[config.mk]
export PLATFORM = sky130hd
export DESIGN_NAME = mem_arbiter
export DESIGN_NICKNAME = d
export VERILOG_FILES = /design/src/rtl/mem_arbiter.sv
export SDC_FILE = /design/constraint.sdc
export NUM_CORES = 1
export LEC_CHECK = 0
export BUFFER_PORTS_ARGS = -buffer_cell sky130_fd_sc_hd__buf_2
export CAP_MARGIN = 20
export CORE_ASPECT_RATIO = 0.9
export CORE_UTILIZATION = 41
export CTS_BUF_LIST = sky130_fd_sc_hd__clkbuf_4 sky130_fd_sc_hd__clkbuf_8
export CTS_CLUSTER_DIAMETER = 120
export DETAILED_ROUTE_END_ITERATION = 16
export GPL_ROUTABILITY_DRIVEN = 0
export PLACE_DENSITY = 0.7
export SETUP_SLACK_MARGIN = 0.15
export SYNTH_ARGS = -nofsm -noshare
export SYNTH_HDL_FRONTEND = slang
export SYNTH_SLANG_ARGS = --single-unit
export TNS_END_PERCENT = 100
[constraint.sdc]
create_clock -name clk -period 1.7 [get_ports clk]
set_clock_uncertainty 0.05 [all_clocks]
set_input_delay 0.085 -clock clk [delete_from_list [all_inputs] [get_ports clk]]
set_output_delay 0.085 -clock clk [all_outputs]
set_load 0.02 [all_outputs]
[src/rtl/mem_arbiter.sv]
// mem_arbiter: shares the unified memory between I- and D-cache miss handlers.
// Define MEM_ARB_RR_EN for round-robin tie-break; default gives D fixed priority.
module mem_arbiter #(
  parameter int WORDS_PER_BLOCK = 8,
  parameter int MEM_LATENCY     = 4,
  localparam int IdxW = $clog2(WORDS_PER_BLOCK)
) (
  input  logic            clk,
  input  logic            rst,
  input  logic            i_req,
  input  logic [15:0]     i_addr,
  input  logic            d_req,
  input  logic            d_wr,
  input  logic [15:0]     d_addr,
  input  logic [15:0]     d_wdata,
  output logic [15:0]     mem_addr,
  output logic            mem_en,
  output logic            mem_wr,
  output logic [15:0]     mem_wdata,
  input  logic [15:0]     mem_rdata,
  input  logic            mem_rvalid,
  output logic [15:0]     fill_data,
  output logic [IdxW-1:0] fill_idx,
  output logic            i_fill_valid,
  output logic            d_fill_valid,
  output logic            i_done,
  output logic            d_done
);

  typedef enum logic [1:0] { IDLE, FILL, WRITE } state_t;

  localparam logic [IdxW:0] CntFull = WORDS_PER_BLOCK[IdxW:0];
  localparam logic [IdxW:0] CntOne  = 1;
  localparam logic [15:0]   BaseMask = ~16'(2 * WORDS_PER_BLOCK - 1);

  if (MEM_LATENCY < 1) begin : gBadLatency
    $error("mem_arbiter: MEM_LATENCY must be at least 1");
  end

  state_t        stateQ;
  state_t        stateNext;
  logic          ownerIsD;
  logic [15:0]   addrQ;
  logic [15:0]   wdataQ;
  logic [IdxW:0] issCnt;
  logic [IdxW:0] retCnt;
  logic          fillValid;
  logic          grant;
  logic          grantD;
  logic          issue;
  logic          accept;
  logic          lastRet;

`ifdef MEM_ARB_RR_EN
  logic lastIsD;

  assign grantD = d_req & (~i_req | ~lastIsD);

  always_ff @(posedge clk) begin
    if (rst) begin
      lastIsD <= 1'b1;
    end else if (grant) begin
      lastIsD <= grantD;
    end
  end
`else
  assign grantD = d_req;
`endif

  assign grant   = (stateQ == IDLE) & (i_req | d_req);
  assign issue   = (stateQ == FILL) & (issCnt != CntFull);
  // returns beyond a full block are dropped
  assign accept  = (stateQ == FILL) & mem_rvalid & (retCnt != CntFull);
  assign lastRet = (stateQ == FILL) & (retCnt == CntFull);

  always_ff @(posedge clk) begin
    if (rst) begin
      stateQ    <= IDLE;
      ownerIsD  <= 1'b0;
      addrQ     <= '0;
      wdataQ    <= '0;
      issCnt    <= '0;
      retCnt    <= '0;
      fillValid <= 1'b0;
      fill_data <= '0;
      fill_idx  <= '0;
    end else begin
      stateQ    <= stateNext;
      fillValid <= accept;
      if (grant) begin
        ownerIsD <= grantD;
        addrQ    <= grantD ? d_addr : i_addr;
        wdataQ   <= d_wdata;
        issCnt   <= '0;
        retCnt   <= '0;
      end
      if (issue) begin
        issCnt <= issCnt + CntOne;
      end
      if (accept) begin
        fill_data <= mem_rdata;
        fill_idx  <= retCnt[IdxW-1:0];
        retCnt    <= retCnt + CntOne;
      end
    end
  end

  always_comb begin
    stateNext = stateQ;
    unique case (stateQ)
      IDLE: begin
        if (grant) begin
          stateNext = (grantD & d_wr) ? WRITE : FILL;
        end
      end
      FILL: begin
        if (lastRet) begin
          stateNext = IDLE;
        end
      end
      WRITE:   stateNext = IDLE;
      default: stateNext = IDLE;
    endcase
  end

  always_comb begin
    mem_addr  = '0;
    mem_en    = 1'b0;
    mem_wr    = 1'b0;
    mem_wdata = '0;
    unique case (stateQ)
      FILL: begin
        mem_en   = issue;
        mem_addr = (addrQ & BaseMask)
                 | 16'({issCnt[IdxW-1:0], 1'b0});
      end
      WRITE: begin
        mem_en    = 1'b1;
        mem_wr    = 1'b1;
        mem_addr  = addrQ & 16'hFFFE;
        mem_wdata = wdataQ;
      end
      default: ;
    endcase
  end

  assign i_fill_valid = fillValid & ~ownerIsD;
  assign d_fill_valid = fillValid & ownerIsD;
  assign i_done       = lastRet & ~ownerIsD;
  assign d_done       = (lastRet & ownerIsD) | (stateQ == WRITE);

endmodule
==> metrics.txt, run 1 <==
CTS tree=done; max incr delay on CP=0.40 ns; most frequent cells in the layout=89 x buf_2, 56 x dfxtp_1, 40 x a21oi_1; setup TNS=0 ns; Tcrit/Tclk final=96.3%; Peak VDD IR=631 uV; Min-Delay Path Class=primary input to flop; first-pass GRT wire length=14,300 um; leading register cell type out of synthesis=dfxtp_1; area of the multi-input gates=1740 um^2; post-synthesis register bit count=62; post-route minimum period=1.64 ns; clock root buffer=clkbuf_8; post-route ant nets=0; Vias/cell=5.15; Post-synth EDFFs=0; Pins Over Slew Limit=0; Hold Vio Cnt, Final=0; # IOs=127; WL final=8990 um; Synth cell types=34; initial core utilization=42.3%; Nets=600; Final Cell Area=4920 um^2; Clock Latency Late Sink=0.34 ns; fraction of layout cells with a size suffix above 1=45.9%; wire length per cell=14.5 um; vias in the first global route=3,105; Post-Syn Nets=426; CTS Buf Count=9; Crit Path Category=flop to output pin; register area=1250 um^2; Fillers=541; GRT overflow=0; leading cell type in the layout, fill and taps excluded=buf_2; Avg Cell Area, Syn=8.60 um^2; max_cap viols=0; run status=finished, final reports clean; Synth async-reset ratio=0%; Std-Cell Rows=29; crit-path cells=inv_6 -> ha_4 -> o21a_4 -> and2_1 -> buf_6; port bufs=123; Seq/Total Area, Yosys=41.5%; Worst path slowest cell=dfxtp_4; drt initial violations=100; Diodes inserted=0; Die Ht=83.1 um; f_max=611 MHz; GRT Total Usage=23.3%; CP required=1.56 ns; Top delay family on crit path=flip-flops; Synth Instances=348; total die area=7650 um^2; initial antenna violation count=0; YS warnings=0; WP data arrival=1.50 ns; PwrDens=850 nW/um^2; largest fanout on the critical path=6; via count=3,196; CTS Buffer Depth=2; Area Overhead vs Synth=64.4%; DP Area=3700 um^2; core area=7080 um^2; DR pass1 iterations=6; CTS Sinks=62; H-tree lvl count=3; Residual DRC=0; largest net degree at the start of global routing=42; die width=92.1 um; worst path bufs/invs=2; DP Wirelength=5220 um; clock transition at the registers of the reported paths=0.06 ns; Synth Cell Area=2990 um^2; RSZ-0062 raised after global routing=true; Final setup viols=0; startpoint types=flop; Static Leak=2.16 nW; Worst Setup End Kind=output pin
==> worst reg2reg max path, delay by kind of cell (launching register included) <==
kind,cells,cell delay [ns]
flops,1,0.38
buf+inv,3,0.37
simple gates,2,0.28
fa+ha+maj,1,0.18
compound gates,1,0.17
==> sequential cells by signal, indices dropped and copies added, names as in the netlist <==
register / flops
ownerIsD: 1
fillValid: 1
fill_data: 16
wdataQ: 16
issCnt: 4
retCnt: 4
stateQ: 2
addrQ: 15
fill_idx: 3
==> report_power, final <==
group	total [mW]	switching (mW)	internal [mW]
clock network	1.52	0.556	0.960
registers	1.66	0.0768	1.58
logic	1.01	0.519	0.492
==> what timing repair did <==
item	in CTS	in global routing
endpoints found under the hold margin	34	0
hold buffers	33	0
cloned	2	2
buffers inserted	14	1
pin swaps	13	27
setup endpoints to repair	64	68
gates resized for setup	84	60
==> cells in the mapped netlist, types with 8 or more instances <==
cell type  number  share of area (%)
nand2_1        36                4.5
buf_2           9                1.5
o21ai_1        20                3.3
nand3_1        25                4.2
a211oi_2        9                3.8
nor2_1         17                2.1
mux2i_1        15                5.0
clkbuf_1        9                1.1
dfxtp_1        62                 41
and2_1         30                6.3
a21oi_1        41                6.9
ha_1            8                3.3
==> routing by layer <==
| metal | vias up | share of wire (%) | track usage (%) |
|---|---|---|---|
| met5 | - | 0 | 0 |
| met4 | 0 | 1.6 | 7.24 |
| met3 | 16 | 5.0 | 7.14 |
| met2 | 94 | 53 | 41.9 |
| met1 | 1514 | 41 | 26.2 |
| li1 | 1572 | - | - |
==> cell type report <==
cell class / instances / area share (%)
clock buffer: 13 / 3.51
sequential: 62 / 25.5
tap: 93 / 2.36
timing repair buffer: 192 / 31.3
multi-input combinational: 250 / 35.3
inverter: 7 / 0.737
clock inverter: 3 / 1.32
==> path summary, 6_finish.rpt <==
kind / start / endpoint / slack (ns) / depth (start not counted)
setup / recovery: stateQ[1]$_SDFFE_PP0P_ / mem_addr[10] / 0.06 / 5
hold / removal: mem_rvalid / fillValid$_SDFF_PP0_ / 0.02 / 3
setup reg to reg: stateQ[1]$_SDFFE_PP0P_ / retCnt[3]$_SDFFE_PP0P_ / 0.22 / 7
hold reg to reg: wdataQ[15]$_SDFFE_PP0P_ / wdataQ[15]$_SDFFE_PP0P_ / 0.40 / 2
==> through the flow <==
step	total power, mW	worst slack, ns	instances	util, %	hold slack, ns
floorplan	2.19	0.217	348	-	0.171
global placement	2.40	0.138	552	52.4	0.278
detailed placement	2.42	0.0875	552	52.4	0.285
CTS	4.14	0.0582	617	66.0	0.0222
global route	4.41	-0.0103	620	69.6	0.00628
finish	4.19	0.0623	620	69.6	0.0224
==> cell families (layout without fill, tap and decap cells) <==
logic type	count (synthesis)	after routing	share of synthesized area [%]
simple gates	126	126	21.4
compound gates	99	100	21.3
flops	62	62	41.5
buf+inv	37	215	7.40
mux	15	15	5.01
fa+ha+maj	8	8	3.34
other cells	1	1	0.125
(Power assumes the default switching activity.)
==> run 2: changes to the inputs <==
- CORE_MARGIN: unset -> 10
- CORE_UTILIZATION: 41 -> 53
- PLACE_DENSITY: 0.7 -> 0.87
- clock period: 1.7 -> 2 ns (I/O delays scaled with it)
==> metrics.txt, run 2 (synthesis results as in run 1) <==
run status=finished, final reports clean; GRT Total Usage=19.8%; via count=3,097; setup TNS=0 ns; Pint=2.47 mW; Worst path slowest cell=dfxtp_2; DP Wirelength=6160 um; Diodes inserted=0; clock transition at the registers of the reported paths=0.07 ns; Std-Cell Rows=25; Min-Delay Path Class=primary input to flop; CP Launch Point=stateQ[1]$_SDFFE_PP0P_; largest fanout on the critical path=6; total die area=9060 um^2; largest net degree at the start of global routing=43; H-tree lvl count=3; crit-path cells=inv_2 -> ha_4 -> o21a_4 -> and2_1 -> buf_2; post-route ant nets=0; vias in the first global route=3,057; Worst Setup End Kind=output pin; post-route minimum period=1.77 ns; post-route total power=3.40 mW; Clock Latency Late Sink=0.34 ns; startpoint types=flop; PwrDens=804 nW/um^2; Hold WS=0.00410 ns; Reg-to-Reg End=fill_data[1]$_SDFFE_PP0P_; Nets=575; Final setup viols=0; max incr delay on CP=0.38 ns; Comb power frac=20.9%; RR Startpoint=retCnt[1]$_SDFFE_PP0P_; Worst setup endpoint=mem_addr[14]; Clock Power Share=37.8%; GRT overflow=0; core area=5350 um^2; # IOs=127; Vias/cell=5.44; clock root buffer=clkbuf_8; max_cap viols=0; Register-to-Register Path Depth=7; Hold Vio Cnt, Final=0; first-pass GRT wire length=15,000 um; max_slew headroom=31.7%; fraction of layout cells with a size suffix above 1=34.7%; CP required=1.85 ns; initial antenna violation count=0; CTS Sinks=62; Switching Share=27.4%; WL final=9520 um; RSZ-0062 raised after global routing=false; CTS Buffer Depth=2; R2R setup slack=0.30 ns; initial core utilization=56.0%; f_max=565 MHz; Area Overhead vs Synth=41.2%; CTS Buf Count=9; CTS tree=done; Tcrit/Tclk final=88.5%; die width=99.2 um; DR pass1 iterations=5; drt initial violations=163; Core Util, Final=79.0%; fin cells=569; switching power=0.932 mW; port bufs=123; Die Ht=91.3 um; pre-CTS WS=0.258 ns; Pins Over Slew Limit=0; wire length per cell=16.7 um; Crit Path Category=flop to output pin; Static Leak=1.92 nW; setup ws final=0.229 ns; Tightest Pin Transition=1.03 ns; Residual DRC=0; WP data arrival=1.62 ns; most frequent cells in the layout=123 x buf_2, 60 x dfxtp_1, 41 x a21oi_1; Final Cell Area=4230 um^2; Peak VDD IR=645 uV; Seq pwr share=41.3%; leading cell type in the layout, fill and taps excluded=buf_2; Post-Place Cells=518; DP Area=3590 um^2; top flop regs=fill_data x16, wdataQ x16, addrQ x15
==> run 2: critical path: cells and delay by family, from the launching register on <==
kind                     cells  cell delay (ns)
AND/OR/NAND/NOR              1             0.14
buffers and inverters        2             0.26
adder cells (fa/ha/maj)      1             0.31
flip-flops                   1             0.38
AO/OA/AOI/OAI                1             0.18
==> run 2: repair_timing <==
item	in CTS	in global routing
buffers inserted	1	1
gates resized for setup	5	10
endpoints found under the hold margin	32	0
cloned	1	0
hold buffers	32	0
endpoints found under the setup margin	31	18
==> run 2: worst min-delay path by stage <==
stage / from / to / cells past startpoint
floorplan: d_wdata[0] / wdataQ[0]$_SDFFE_PP0P_ / 2
global placement: d_wdata[15] / wdataQ[15]$_SDFFE_PP0P_ / 3
detailed placement: d_wdata[15] / wdataQ[15]$_SDFFE_PP0P_ / 3
CTS: d_wr / stateQ[1]$_SDFFE_PP0P_ / 3
global route: d_wr / stateQ[1]$_SDFFE_PP0P_ / 3
finish: d_wr / stateQ[1]$_SDFFE_PP0P_ / 3
==> run 2: metal layers <==
metal  wire [um]  up-vias  global-route usage [%]
met2        5140      115                    37.4
li1            -     1514                       -
met1        3600     1459                    19.9
met3         720        9                    7.58
met4          62        0                    4.42
met5           0        -                       0
==> run 2: power groups by stage <==
stage / logic, mW / clock network [mW] / registers, mW
3_5_place_dp: 0.612 / 0 / 1.42
3_3_place_gp: 0.594 / 0 / 1.42
4_1_cts: 0.677 / 1.31 / 1.40
6_report: 0.711 / 1.28 / 1.40
5_1_grt: 0.781 / 1.36 / 1.42
2_1_floorplan: 0.426 / 0 / 1.43
==> run 2: cell type report <==
| class | count | area [um^2] |
|---|---|---|
| clock inverters | 3 | 65.1 |
| repair buffers | 167 | 1040 |
| well taps | 67 | 83.8 |
| clock buffers | 13 | 173 |
| fillers | 362 | 1120 |
| inverters | 7 | 26.3 |
| multi-input cells | 250 | 1600 |
| flip-flops and latches | 62 | 1240 |
==> run 3: changes to the inputs <==
- ABC_AREA: unset -> 1
- PLACE_DENSITY: 0.87 -> 0.88
==> metrics.txt, run 3 <==
Synth Cell Area=2960 um^2; CTS Buffer Depth=2; post-route minimum period=1.81 ns; DR pass1 iterations=5; Synth cell types=23; DP Wirelength=6080 um; Hold Vio Cnt, Final=0; CP Launch Point=stateQ[0]$_SDFFE_PP0P_; startpoint types=flop; Post-Place Cells=616; top-count cell post-synth=nor2_1; largest net degree at the start of global routing=35; setup bufs post-CTS=0; Synth area leader=dfxtp_1; WP data arrival=1.66 ns; port bufs=123; post-synthesis register bit count=62; Synth async-reset ratio=0%; die width=98.8 um; Clock Latency Late Sink=0.33 ns; initial antenna violation count=1; Fillers=423; Min-Delay Path Class=primary input to flop; Residual DRC=0; Tcrit/Tclk final=90.7%; Peak VDD IR=488 uV; Worst path slowest cell=ha_2; GRT Total Usage=18.2%; Post-synth EDFFs=0; area fraction of the dominant cell type after synthesis=41.9%; vias in the first global route=3,201; CTS tree=done; WL final=8540 um; CTS Buf Count=9; switching power=0.964 mW; Seq pwr share=45.9%; total die area=8990 um^2; clock root buffer=clkbuf_8; via count=3,201; Reg-to-Reg End=retCnt[0]$_SDFFE_PP0P_; setup TNS=0 ns; wire length per cell=12.9 um; Register-to-Register Path Depth=8; f_max=552 MHz; YS warnings=0; largest fanout on the critical path=10; CTS Sinks=62; initial core utilization=55.4%; Tightest Pin Transition=0.680 ns; max_cap viols=0; Synth area leaders=dfxtp_1 42%, nor2_1 15%, nand2_1 9.6%; RSZ-0062 raised after global routing=true; fraction of layout cells with a size suffix above 1=27.0%; first-pass GRT wire length=14,000 um; # IOs=127; GRT overflow=0; Switching Share=30.9%; leading register cell type out of synthesis=dfxtp_1; core area=5350 um^2; Pins Over Slew Limit=0; Static Leak=2.15 nW; run status=finished, final reports clean; Pint=2.15 mW; fin cells=661; post-route total power=3.12 mW; CP required=1.85 ns; Vias/cell=4.84; Nets=666; Die Ht=90.9 um; PwrDens=767 nW/um^2; max_slew headroom=54.7%; Comb power frac=22.2%; Post-Syn Nets=523; top flop regs=fill_data x16, wdataQ x16, addrQ x15; area of the multi-input gates=1390 um^2; Commonest cells post-synth=118 x nor2_1, 76 x nand2_1, 62 x dfxtp_1; R2R setup slack=0.39 ns; Std-Cell Rows=25; post-route ant nets=0; leading cell type in the layout, fill and taps excluded=buf_2; max incr delay on CP=0.35 ns; Worst Setup End Kind=output pin; Seq/Total Area, Yosys=41.9%; pre-CTS WS=0.318 ns; Worst path most repeated cell=inv_1; register area=1240 um^2; WHS Path Cells=3; Avg Cell Area, Syn=6.66 um^2; setup ws final=0.187 ns; RR Startpoint=stateQ[1]$_SDFFE_PP0P_; Area Overhead vs Synth=37.1%; crit-path cells=inv_1 -> ha_2 -> buf_4 -> nand2_1 -> inv_1 -> buf_2; worst hold start=d_wdata[15]; Clock Power Share=31.9%; Synth Instances=445; most frequent cells in the layout=123 x buf_2, 117 x nor2_1, 76 x nand2_1; clock transition at the registers of the reported paths=0.07 ns; Crit Path Category=flop to output pin; H-tree lvl count=3; Final setup viols=0; drt initial violations=122; Worst Hold End=wdataQ[15]$_SDFFE_PP0P_
-- run 3: cell types whose count changed in the layout (fill, tap and decap cells not counted), sizes merged, moves of 12 or more --
cell / previous run / this run
nor2: 17 / 119
mux2i: 15 / 0
o21ai: 21 / 70
a21oi: 41 / 13
a211oi: 15 / 0
and2: 30 / 0
nand2: 36 / 77
inv: 7 / 51
nand3: 25 / 13
-- run 3: worst max-delay path, delay by kind of cell (launching register included) --
kind	cells	cell delay, ns
fa+ha+maj	1	0.35
buf+inv	4	0.58
flops	1	0.33
simple gates	1	0.08
-- run 3: cells by family after synthesis --
family                   Yosys count  share of synthesized area, %
other                              1                         0.127
AND/OR/NAND/NOR                  211                          27.9
flip-flops                        62                          41.9
AO/OA/AOI/OAI                     84                          14.4
buffers and inverters             78                          11.9
XOR/XNOR                           1                         0.296
adder cells (fa/ha/maj)            8                          3.38
-- run 3: layer usage --
metal | vias to the layer above | track usage (%) | routed length, um
li1 | 1659 | - | -
met1 | 1414 | 19.8 | 3580
met2 | 120 | 32.2 | 4180
met3 | 8 | 6.06 | 668
met4 | 0 | 5.97 | 102
met5 | - | 0 | 0
-- run 3: what timing repair did --
action,CTS,global route
endpoints found under the hold margin,28,0
setup endpoints to repair,26,19
hold buffers,28,0
gates resized for setup,3,4
-- run 3: cell type report --
type / count / share of cell area, %
inverter: 51 / 4.71
timing repair buffer: 159 / 23.8
clock inverter: 5 / 0.832
clock buffer: 11 / 3.73
multi-input combinational: 305 / 34.2
sequential: 62 / 30.6
antenna: 1 / 0.0616
tap: 67 / 2.06
-- run 3: power groups by stage --
stage               registers [mW]  clock network, mW  logic [mW]
floorplan                     1.48                  0       0.422
global placement              1.45                  0       0.617
detailed placement            1.45                  0       0.634
CTS                           1.43               1.02       0.683
global route                  1.45               1.07       0.781
finish                        1.43              0.994       0.692
-- run 3: worst max-delay path by stage --
stage	slack, ns	cells after the start	end
3_3_place_gp	0.36	9	fill_idx[0]$_SDFFE_PP0P_
5_1_grt	0.1	6	mem_wdata[12]
6_report	0.19	6	mem_wdata[12]
3_5_place_dp	0.32	9	fill_idx[0]$_SDFFE_PP0P_
4_1_cts	0.13	5	mem_addr[2]
2_1_floorplan	0.46	5	mem_addr[11]
-- run 3: through the flow --
step	cell area [um^2]	util [%]	hold slack (ns)
after floorplan	2960	-	0.199
after global placement	3570	66.8	0.284
after detailed placement	3570	66.8	0.301
after CTS	4050	75.6	0.00183
after global routing	4060	76.0	0.0309
final	4060	76.0	0.00431
